--- src/rtl/pc_src_reg.sv ---
// Program-counter register with an N_SRC-way next-PC source selector, a sticky
// selector-range error, and (with PC_ALIGN_CHECK_EN defined) misaligned-target rejection.
module pc_src_reg #(
    parameter int              DATA_W     = 32,
    parameter int              N_SRC      = 5,
    parameter int              SEL_W      = 3,
    parameter logic [DATA_W-1:0] RESET_PC   = 32'h0000_0000,
    parameter logic [DATA_W-1:0] EXC_VECTOR = 32'h0000_00FC
) (
    input  logic                    clk,
    input  logic                    reset_n,
    input  logic [SEL_W-1:0]        seletor,
    input  logic [N_SRC*DATA_W-1:0] data_in,
    input  logic                    pc_write,
    input  logic                    pc_write_cond,
    input  logic                    cond_true,
    input  logic                    err_clr,
    output logic [DATA_W-1:0]       pc_out,
    output logic [DATA_W-1:0]       pc_prev,
    output logic                    pc_updated,
    output logic                    sel_err,
    output logic [SEL_W-1:0]        err_sel,
    output logic                    misalign_err
);

    logic              load_req;
    logic              sel_ok;
    logic [31:0]       sel_ext;
    logic [DATA_W-1:0] cand;

    assign load_req = pc_write | (pc_write_cond & cond_true);
    assign sel_ext  = 32'(seletor);
    assign sel_ok   = (sel_ext < 32'(N_SRC));

    // Compare-and-pick mux: an out-of-range selector matches no slot and yields zero.
    always_comb begin
        cand = '0;
        for (int k = 0; k < N_SRC; k++) begin
            if (seletor == SEL_W'(k)) begin
                cand = data_in[k*DATA_W +: DATA_W];
            end
        end
    end

    always_ff @(posedge clk or negedge reset_n) begin
        if (!reset_n) begin
            pc_out     <= RESET_PC;
            pc_prev    <= RESET_PC;
            pc_updated <= 1'b0;
        end else begin
            pc_updated <= 1'b0;
            if (load_req && sel_ok) begin
                pc_prev    <= pc_out;
                pc_updated <= 1'b1;
`ifdef PC_ALIGN_CHECK_EN
                if (cand[1:0] != 2'b00) begin
                    pc_out <= EXC_VECTOR;
                end else begin
                    pc_out <= cand;
                end
`else
                pc_out <= cand;
`endif
            end
        end
    end

    // A new error in the same cycle as err_clr wins and records its selector.
    always_ff @(posedge clk or negedge reset_n) begin
        if (!reset_n) begin
            sel_err <= 1'b0;
            err_sel <= '0;
        end else if (load_req && !sel_ok) begin
            sel_err <= 1'b1;
            if (!sel_err || err_clr) begin
                err_sel <= seletor;
            end
        end else if (err_clr) begin
            sel_err <= 1'b0;
            err_sel <= '0;
        end
    end

`ifdef PC_ALIGN_CHECK_EN
    always_ff @(posedge clk or negedge reset_n) begin
        if (!reset_n) begin
            misalign_err <= 1'b0;
        end else if (load_req && sel_ok && (cand[1:0] != 2'b00)) begin
            misalign_err <= 1'b1;
        end else if (err_clr) begin
            misalign_err <= 1'b0;
        end
    end
`else
    // EXC_VECTOR only matters when the alignment check is built in.
    assign misalign_err = 1'b0 & (^EXC_VECTOR);
`endif

endmodule
--- config.mk ---
export PLATFORM = sky130hd
export DESIGN_NAME = pc_src_reg
export DESIGN_NICKNAME = d
export VERILOG_FILES = /design/src/rtl/pc_src_reg.sv
export SDC_FILE = /design/constraint.sdc
export NUM_CORES = 1
export LEC_CHECK = 0
export ABC_AREA = 1
export CORE_MARGIN = 2
export CORE_UTILIZATION = 36
export CTS_BUF_LIST = sky130_fd_sc_hd__clkbuf_8
export CTS_CLUSTER_DIAMETER = 40
export DETAILED_ROUTE_END_ITERATION = 10
export PLACE_DENSITY = 0.79
export RECOVER_POWER = 50
export SLEW_MARGIN = 30
export SYNTH_ARGS = -nofsm -noshare
export SYNTH_HDL_FRONTEND = slang
export SYNTH_SLANG_ARGS = --single-unit
--- constraint.sdc ---
create_clock -name clk -period 0.8 [get_ports clk]
set_clock_uncertainty 0.1 [all_clocks]
set_input_delay 0.12 -clock clk [delete_from_list [all_inputs] [get_ports clk]]
set_output_delay 0.12 -clock clk [all_outputs]
set_load 0.05 [all_outputs]
==> run summary, run 1 <==
X dimension of the die: 114 um. The final core utilization was 93.1%. The cell that appears most often on the critical path is sky130_fd_sc_hd__nand2_1.

The setup slack of the worst register-to-register path was -320 ps; the period utilization was 233%. The top cell type by area accounts for 40.0% of the synthesized area. The first global-routing pass estimated 37.4 mm of wire. Counting flops with an async set or reset pin after synthesis yields a share of 100%. The measured slew at the worst slew-check pin is 592 ps, and the total nets after synthesis is 882.

Number of detailed-route iterations in the first pass: 8. The run finished, with violations left. By area the synthesized netlist is led by sky130_fd_sc_hd__dfrtp_1 (40%), sky130_fd_sc_hd__nand2_1 (28%), sky130_fd_sc_hd__nor2_1 (11%). The detail route stage leaves a number of antenna-violating nets equal to 0. Layout-stage area growth over the synthesis result: 156%. 239 I/O pins were placed.

STA classifies the critical path endpoint as a flip-flop. For the worst-skew pair, the clock arrives at the later sink with an insertion delay of 360 ps. In this run the critical register-to-register path is captured at pc_out[13]. The worst setup margin is -1060 ps, and the area of the mapped netlist is 4320 um^2. The tools report the critical register-to-register path startpoint as pc_out[13]. Measured against its own limit, the worst slew margin works out to 60.4%. Setup repair after global routing could not meet its margin everywhere.

The top flip-flop cell by instance count after synthesis was sky130_fd_sc_hd__dfrtp_1. For this run, the total global-route usage over all layers was measured as 37.9%. The floorplan step defined a die boundary enclosing 12900 um^2.

For the number of hold-slack violations in the final timing report, the log shows 0. For the finished layout, the period the worst path requires is 1860 ps. The setup path with the least slack is of type in2reg. The logs give 138 for the total setup violations reported at the end of the flow and 2000 ps for the arrival time reported for the critical path endpoint.

The largest individual stage delay along the critical path comes from the cell sky130_fd_sc_hd__nor2_1. At the end of routability-driven placement, the weighted congestion stood at 0.904. The synthesis-stage register bit count was 69.

The clock net in this run drives a total of 69 sinks. In the routed layout, each cell is associated on average with a via count of 6.17. Class of the most critical hold timing path: in2reg. The tools report the worst hold margin as 77.0 ps. Derived from the worst setup path, the maximum achievable clock frequency is 0.537 GHz.

After floorplanning, the core was divided into 40 placement rows. The critical path goes through buf_12 -> buf_8 -> clkinvlp_4 -> buf_12 -> nand4_1 -> nand2_1 -> nor2_1 -> nand2_1 -> nand2_1 -> nand2_1. The run gives 9 as the TritonCTS buffer count. The beginning of the worst hold path was pc_write_cond. The number of stages on the worst hold path was 4. The critical path launch point is seletor[1]. For the H-tree depth, the log shows 3. The height of the die came out at 114 um. The power after layout was 19.8 mW.

Among all cell types in the netlist, the one instantiated most often is sky130_fd_sc_hd__nand2_1. Synthesis instantiated 17 different standard cells from the library. The placed cell count came out at 1087. Of all nets on the critical path, the largest fanout is 20. The total global routing overflow was 0.

For the violation count after the first detailed-routing iteration, the log shows 940. TritonCTS built the clock tree. The number of cells on the worst reg-to-reg path is 4. During synthesis, Yosys emitted a total of 0 warnings. On the worst path, the slowest cell contributes a delay of 470 ps.

The kind of launch point of the worst setup path was an input port. After clock tree synthesis, the clock-pin slew on the worst setup and hold paths is 90 ps. The cell sitting at the root of the clock tree is a sky130_fd_sc_hd__clkbuf_8. The post-synthesis area per instance came out at 6.06 um^2. The number of antenna violations at the first check in global routing was 2.

The data required time of the worst path was 940 ps; the count of nets after finishing was 1236. The run gives 0 as the number of max-slew violations in the final report. Across all layers, the routed design uses 7533 vias. After detailed routing, the number of remaining DRC violations is 0. The tool flagged a number of max-cap violations equal to 0.

The port buffer count was 237. The number of buffers and inverters on the critical path is 4. The clock passes through at most 2 buffers. The initial standard-cell utilization of the core is 36.4%. The final reports fail on setup timing. The largest net degree at the start of global routing was 41.

For the core outline area, the log shows 11900 um^2. For hold timing, the worst endpoint is sel_err. The cell family contributing the most delay on the critical path is simple AND/OR/NAND/NOR gates.

Across the VDD grid, the largest voltage drop is 1110 uV. Sequential elements use 40.0% of the synthesized area. By count the netlist is led by sky130_fd_sc_hd__nand2_1 (326), sky130_fd_sc_hd__nor2_1 (130), sky130_fd_sc_hd__dfrtp_1 (69), sky130_fd_sc_hd__inv_1 (69), sky130_fd_sc_hd__nand3_1 (35).

The tools report the number of standard cells in the final layout excluding fillers as 1221. The via count of the first global-routing pass is 7069, and the gate count of the mapped netlist is 713. Power spread over the standard cell area amounts to 1800 nW/um^2. Summed over all cells, the static leakage comes to 5.47 nW. The mean routed wirelength per cell works out to 28.3 um. The count of flip-flops with a built-in enable after synthesis was 0.

sky130_fd_sc_hd__dfrtp_1 takes more of the synthesized area than any other cell. The aggregate routed wire length came out at 34.5 mm. The post-DP HPWL is 11.9 mm.

The layout cell share with drive strength beyond 1 came out at 55.0%.
[report_power, final]
| part | leakage (nW) | switching (mW) | internal, mW |
|---|---|---|---|
| logic | 4.54 | 5.52 | 5.22 |
| registers | 0.800 | 0.850 | 4.18 |
| clock network | 0.126 | 1.68 | 2.38 |
[layer usage]
metal / vias up / routed length [um] / track usage (%)
li1: 2869 / - / -
met3: 388 / 4270 / 7.76
met1: 3473 / 10600 / 40.8
met5: - / 46 / 0
met2: 801 / 15700 / 65.7
met4: 2 / 3960 / 28.3
[layout by cell type, fill, tap and decap left out, types with 3 or more instances in the layout]
master,netlist,final
sky130_fd_sc_hd__buf_12,0,95
sky130_fd_sc_hd__buf_16,0,17
sky130_fd_sc_hd__buf_4,2,31
sky130_fd_sc_hd__buf_6,0,68
sky130_fd_sc_hd__buf_8,0,7
sky130_fd_sc_hd__bufinv_16,0,4
sky130_fd_sc_hd__clkbuf_16,0,3
sky130_fd_sc_hd__clkbuf_8,0,9
sky130_fd_sc_hd__clkdlybuf4s50_1,0,160
sky130_fd_sc_hd__dfrtp_2,0,69
sky130_fd_sc_hd__diode_2,0,3
sky130_fd_sc_hd__inv_1,69,54
sky130_fd_sc_hd__inv_2,1,12
sky130_fd_sc_hd__nand2_1,326,166
sky130_fd_sc_hd__nand2_2,1,109
sky130_fd_sc_hd__nand2_4,0,52
sky130_fd_sc_hd__nand3_1,35,21
sky130_fd_sc_hd__nand3_2,0,13
sky130_fd_sc_hd__nand4_1,32,32
sky130_fd_sc_hd__nor2_1,130,45
sky130_fd_sc_hd__nor2_2,1,48
sky130_fd_sc_hd__nor2_4,0,38
[worst max path at each step]
| stage | slack (ps) | endpoint | depth (start not counted) |
|---|---|---|---|
| after floorplan | -250 | pc_out[23] | 8 |
| after global placement | -1020 | pc_out[4] | 9 |
| after detailed placement | -1070 | pc_out[8] | 9 |
| after CTS | -370 | pc_out[25] | 1 |
| after global routing | -1110 | pc_out[11] | 10 |
| final | -1060 | pc_out[11] | 10 |
[state kept, by name (all words and copies together), names as in the netlist]
signal / count
err_sel: 3
pc_prev: 32
sel_err: 1
pc_out: 32
pc_updated: 1
[through the flow]
| stage | area [um^2] | setup TNS, ps | setup WS (ps) |
|---|---|---|---|
| after global placement | 7890 | -61860 | -1020 |
| final | 11000 | -41400 | -1060 |
| after detailed placement | 7890 | -63980 | -1070 |
| after CTS | 10200 | -33450 | -372 |
| after global routing | 11000 | -46140 | -1110 |
| after floorplan | 4550 | -16410 | -250 |
[worst register-to-register path, delay by kind of cell, from the launching register on]
family                 cells  cell delay (ps)
flip-flops                 1              470
buffers and inverters      2              260
AND/OR/NAND/NOR            2              170
[cell type report]
class / instances / area [um^2]
tap: 147 / 184
multi-input combinational: 532 / 3320
antenna: 3 / 7.51
sequential: 69 / 1810
timing repair buffer: 385 / 5180
clock inverter: 6 / 136
fill: 292 / 815
inverter: 70 / 284
clock buffer: 9 / 124
[what timing repair did]
action,in CTS,in global routing
pin swaps,87,92
endpoints found under the setup margin,138,137
endpoints found under the hold margin,69,0
cloned,26,4
gates resized for setup,285,257
hold buffers,1,0
setup buffers,79,36
[logic make-up (layout without fill, tap and decap cells)]
logic type	after synthesis	in the layout	synth area share (%)
buf+inv	113	470	10.8
simple gates	525	526	48.6
flops	69	69	40.0
other cells	1	4	0.0868
compound gates	5	5	0.579
No activity file was read; power rests on OpenSTA's default activity.
==> run 2: changes to the inputs <==
--- a/config.mk
+++ b/config.mk
@@ -6,12 +6,13 @@
 export NUM_CORES = 1
 export LEC_CHECK = 0
 export ABC_AREA = 1
-export CORE_MARGIN = 2
-export CORE_UTILIZATION = 36
+export CORE_MARGIN = 8
+export CORE_UTILIZATION = 55
 export CTS_BUF_LIST = sky130_fd_sc_hd__clkbuf_8
 export CTS_CLUSTER_DIAMETER = 40
 export DETAILED_ROUTE_END_ITERATION = 10
-export PLACE_DENSITY = 0.79
+export DONT_BUFFER_PORTS = 1
+export PLACE_DENSITY = 0.73
 export RECOVER_POWER = 50
 export SLEW_MARGIN = 30
 export SYNTH_ARGS = -nofsm -noshare
==> run summary, run 2 <==
For the H-tree depth, the log shows 3 (unchanged). Post-DP HPWL: 12.6 mm (+5.7%). Pin ending the worst setup path after global-route repair: pc_out[25]. The biggest area contributor in the post-synthesis netlist is sky130_fd_sc_hd__dfrtp_1. The run gives 32 (-20%) as the number of cell rows.

The tree is rooted in a sky130_fd_sc_hd__clkbuf_8. Area share of the largest cell type after synthesis: 40.0% (unchanged). Routability congestion estimate from global placement: 0.950 (+5.0%). The most used standard cell by instance count after synthesis is sky130_fd_sc_hd__nand2_1. The run gives 713 (unchanged) as the gate count of the mapped netlist.

After synthesis, the most frequently instantiated cells are sky130_fd_sc_hd__nand2_1 (326), sky130_fd_sc_hd__nor2_1 (130), sky130_fd_sc_hd__dfrtp_1 (69), sky130_fd_sc_hd__inv_1 (69), sky130_fd_sc_hd__nand3_1 (35). Entering global routing, the biggest net connects 70 pins. The deepest clock path buffer count is 2 (unchanged).

The top flip-flop cell by instance count after synthesis was sky130_fd_sc_hd__dfrtp_1. The synthesis-stage register bit count came out at 69 (unchanged). The port buffer count works out to 0 (-100%).

The clock net sink count is 69 (unchanged). Count of warnings emitted by yosys: 0 (unchanged). For the area of the mapped netlist, the log shows 4320 um^2 (unchanged). The initial standard-cell utilization of the core was 56.2% (+20 points); the count of distinct cell types in the synthesized netlist was 17 (unchanged). The share of synthesized registers carrying an async set or reset came out at 100% (unchanged). The first error in the log reads "[ERROR DPL-0038] Utilization greater than 100%, impossible to legalize". The run ended at global routing. The count of flip-flops with a built-in enable after synthesis was 0 (unchanged). The flow did not finish.

The x dimension of the die is 105 um (-7.9%). In the post-synthesis netlist, the biggest area contributors are sky130_fd_sc_hd__dfrtp_1 (40%), sky130_fd_sc_hd__nand2_1 (28%), sky130_fd_sc_hd__nor2_1 (11%). The sequential element share of the synthesized area was 40.0% (unchanged); the total nets after synthesis was 882 (unchanged). The logs give 9 (unchanged) for the TritonCTS buffer count and 239 (unchanged) for the top-level I/O count. The category of the worst endpoint was a top-level output.

The height of the die was 105 um (-7.9%). The post-synthesis area per instance is 6.06 um^2 (unchanged).
[run 2: cell counts after synthesis]
Identical to the previous run, type by type.
[run 2: what timing repair did]
item | 4_1_cts
endpoints found under the setup margin | 126
gates cloned | 1
buffers inserted | 37
hold endpoints to repair | 105
hold buffers | 22
pin swaps | 31
resized for setup | 110
[run 2: per-stage QoR]
step	util, %	cells	area [um^2]	hold WS, ps	setup slack [ps]
3_5_place_dp	78.3	865	6020	-273	-492
3_3_place_gp	78.3	865	6020	-273	-423
2_1_floorplan	-	713	4550	-276	-250
4_1_cts	92.0	941	7070	-648	-385
[run 2: cell families after synthesis]
family,share of synthesized area (%)
compound gates,0.579
other cells,0.0868
flops,40.0
buf+inv,10.8
simple gates,48.6
==> run 3: changes to the inputs <==
--- a/config.mk
+++ b/config.mk
@@ -7,12 +7,10 @@
 export LEC_CHECK = 0
 export ABC_AREA = 1
 export CORE_MARGIN = 8
-export CORE_UTILIZATION = 55
-export CTS_BUF_LIST = sky130_fd_sc_hd__clkbuf_8
-export CTS_CLUSTER_DIAMETER = 40
+export CORE_UTILIZATION = 40
 export DETAILED_ROUTE_END_ITERATION = 10
 export DONT_BUFFER_PORTS = 1
-export PLACE_DENSITY = 0.73
+export PLACE_DENSITY_LB_ADDON = 0.15
 export RECOVER_POWER = 50
 export SLEW_MARGIN = 30
 export SYNTH_ARGS = -nofsm -noshare
==> constraint.sdc (replaced) <==
create_clock -name clk -period 1.04 [get_ports clk]
set_clock_uncertainty 0.1 [all_clocks]
set_input_delay 0.156 -clock clk [delete_from_list [all_inputs] [get_ports clk]]
set_output_delay 0.156 -clock clk [all_outputs]
set_load 0.05 [all_outputs]
==> run summary, run 3 (synthesis gave the netlist of run 1 again) <==
The design area was 7190 um^2. The worst hold margin is -610 ps. The run finished, with violations left. The tools report the top-level I/O count as 239 (unchanged). The initial standard-cell utilization of the core was 40.4% (-16 points); the number of hold buffers added after CTS was 58 (+160%). The library cells used most frequently in the layout, excluding fill and tap cells, are sky130_fd_sc_hd__nand2_1 (323), sky130_fd_sc_hd__nor2_1 (129), sky130_fd_sc_hd__buf_4 (85). The post-DP HPWL was 12.2 mm (-3.3%); the length of routed met2 wiring was 8.52 mm. After clock tree synthesis, the clock-pin slew on the worst setup and hold paths is 80 ps. The clock net sink count is 69 (unchanged), and the number of hold-slack violations in the final timing report is 69. The detailed router used layers up to and including met4.

The combined buffer and inverter count along the critical path was 1; the deepest clock path buffer count was 2 (unchanged). TritonCTS built the clock tree. The x dimension of the die is 120 um (+15%), and the switching part of the total is 38.9%. The area after detailed placement is 5910 um^2 (-1.8%), and the number of max-slew violations in the final report is 0. Summed over all layers, the global routing overflow is 0. The worst setup margin was -189 ps; the aggregate routed wire length was 17.1 mm. IR analysis of the VDD net gives a maximum drop of 1000 uV. The largest registers in the layout are pc_out (32), pc_prev (32), err_sel (3). The start-to-end type of the worst setup path is reg2out. The endpoint identified for the worst register-to-register timing path is pc_out[0]. The height of the die was 120 um (+15%). In this run, the clock network consumes 19.9% of the power. The layout cell share with drive strength beyond 1 works out to 21.3%.

Fill cells in the final layout number 900. Setup violations remaining at the end of the flow were counted as 69. Port buffer count: 0 (unchanged). The net switching power figure was 4.36 mW. TritonCTS buffer count: 9 (unchanged). In this run the worst path has a maximum fanout of 2. The core outline area is 10700 um^2, and the clock network latency to the later pin of the worst-skew pair is 350 ps. The tools report the number of antenna violations at the first check in global routing as 0. For this design the ratio of total power to cell area is 1560 nW/um^2.

For the sequential share of power, the log shows 32.2%. The final reports fail on hold timing, setup timing. The run gives 14400 um^2 as the area of the die.

The tools report the routability congestion estimate from global placement as 0.911 (-4.1%). Using the TritonRoute via totals, the vias-per-cell ratio works out to 4.91. For this run, the detailed router's first-pass iteration total came to 5.

Walking the worst path, the cells encountered are buf_12. Via count of the first global-routing pass: 5125. The run gives 367 as the violation count after the first detailed-routing iteration. The endpoint kind of the worst setup timing path was an output pin. The number of nets with antenna violations after detailed routing came out at 0. The logs give 38 (+19%) for the number of cell rows and 6.67 mm for the met1 routed wirelength after detailed routing. In this run the worst hold path is classified as in2async. The cell chosen for the clock root is sky130_fd_sc_hd__clkbuf_8.

For the share of total power in combinational logic, the log shows 47.9%. The gate family responsible for the most delay along the worst path is flip-flops. Cell with the largest stage delay on the worst path: sky130_fd_sc_hd__dfrtp_2. STA classifies the critical path startpoint as a flip-flop.

In this run the static leakage power is 4.08 nW. The placement-stage worst setup slack is -216 ps (+277 ps), and the total routing resource utilization after global routing is 23.4%. The number of DRC violations after detailed routing is 0, and the total negative slack for setup checks is -9570 ps. Based on the critical path, the design can be clocked at up to 0.814 GHz. The repair_antennas step left the layout with diodes totalling 0.

The run gives 3 (unchanged) as the H-tree depth. For the worst flop-to-flop path, the logic depth is 4. The final critical-path required period is 1230 ps, and the internal power is 6.86 mW. Max-cap violations in this run came to 0.

Cells fill 67.2% of the core in the end. Compared with the post-synthesis result, the final layout area differs by 66.4%. Critical register-to-register path startpoint: pc_out[0]. Wire length of the first global-routing pass: 26.6 mm. Setup repair after global routing could not meet its margin everywhere. The arrival time reported for the critical path endpoint came out at 970 ps.

STA puts the critical path data required time at 780 ps. The count of nets after finishing was 1071. Most common library cell in the layout ignoring fill and taps: sky130_fd_sc_hd__nand2_1. The final route contains 5145 vias. Entering global routing, the biggest net connects 70 pins. The mean routed wirelength per cell was 16.3 um; the period utilization was 118%. Largest incremental delay on the critical path: 460 ps.

The routed design uses 1.39 mm of met3 wire. For flop-to-flop paths, the worst setup slack is 20 ps.
## run 3: metrics by stage
step | power (mW) | hold slack (ps) | cells
finish | 11.2 | -610 | 1047
global route | 11.8 | -641 | 1047
CTS | 11.0 | -629 | 1023
detailed placement | 8.19 | -236 | 914
global placement | 8.14 | -237 | 914
floorplan | 5.98 | -240 | 713
## run 3: area by class of cell
type	count	area (um^2)	share of cell area (%)
repair buffers	221	2660	36.9
multi-input cells	531	2160	30.1
flip-flops and latches	69	1730	24.1
inverters	70	263	3.65
well taps	140	175	2.44
clock buffers	10	138	1.91
clock inverters	6	62.6	0.870
## run 3: how the worst max path moves through the flow
stage	start	endpoint	slack (ps)	depth (start not counted)
finish	pc_out[14]	pc_out[14]	-190	1
global route	pc_out[12]	pc_out[12]	-220	1
CTS	pc_out[14]	pc_out[14]	-200	1
detailed placement	seletor[2]	pc_out[0]	-220	9
global placement	seletor[2]	pc_out[0]	-180	9
floorplan	seletor[0]	pc_out[0]	-50	7
## run 3: what timing repair did
item | in CTS | in global routing
endpoints found under the hold margin | 105 | 69
setup buffers | 35 | 24
gates resized for setup | 18 | 0
setup endpoints to repair | 69 | 69
## run 3: power groups by stage
stage	logic (mW)	registers, mW	clock network, mW
5_1_grt	5.68	3.65	2.43
2_1_floorplan	0.966	5.01	0
4_1_cts	5.14	3.60	2.28
6_report	5.38	3.61	2.23
3_5_place_dp	4.52	3.68	0
3_3_place_gp	4.48	3.67	0
## run 3: worst register-to-register path, delay by kind of cell (launching register included)
family,cells,cell delay [ps]
buffers and inverters,2,270
AND/OR/NAND/NOR,2,110
flip-flops,1,440
## run 3: routing by layer
metal	up-vias	track usage, %
li1	2523	-
met1	2340	26.2
met2	247	39.5
met3	35	7.80
met4	0	11.1
met5	-	0
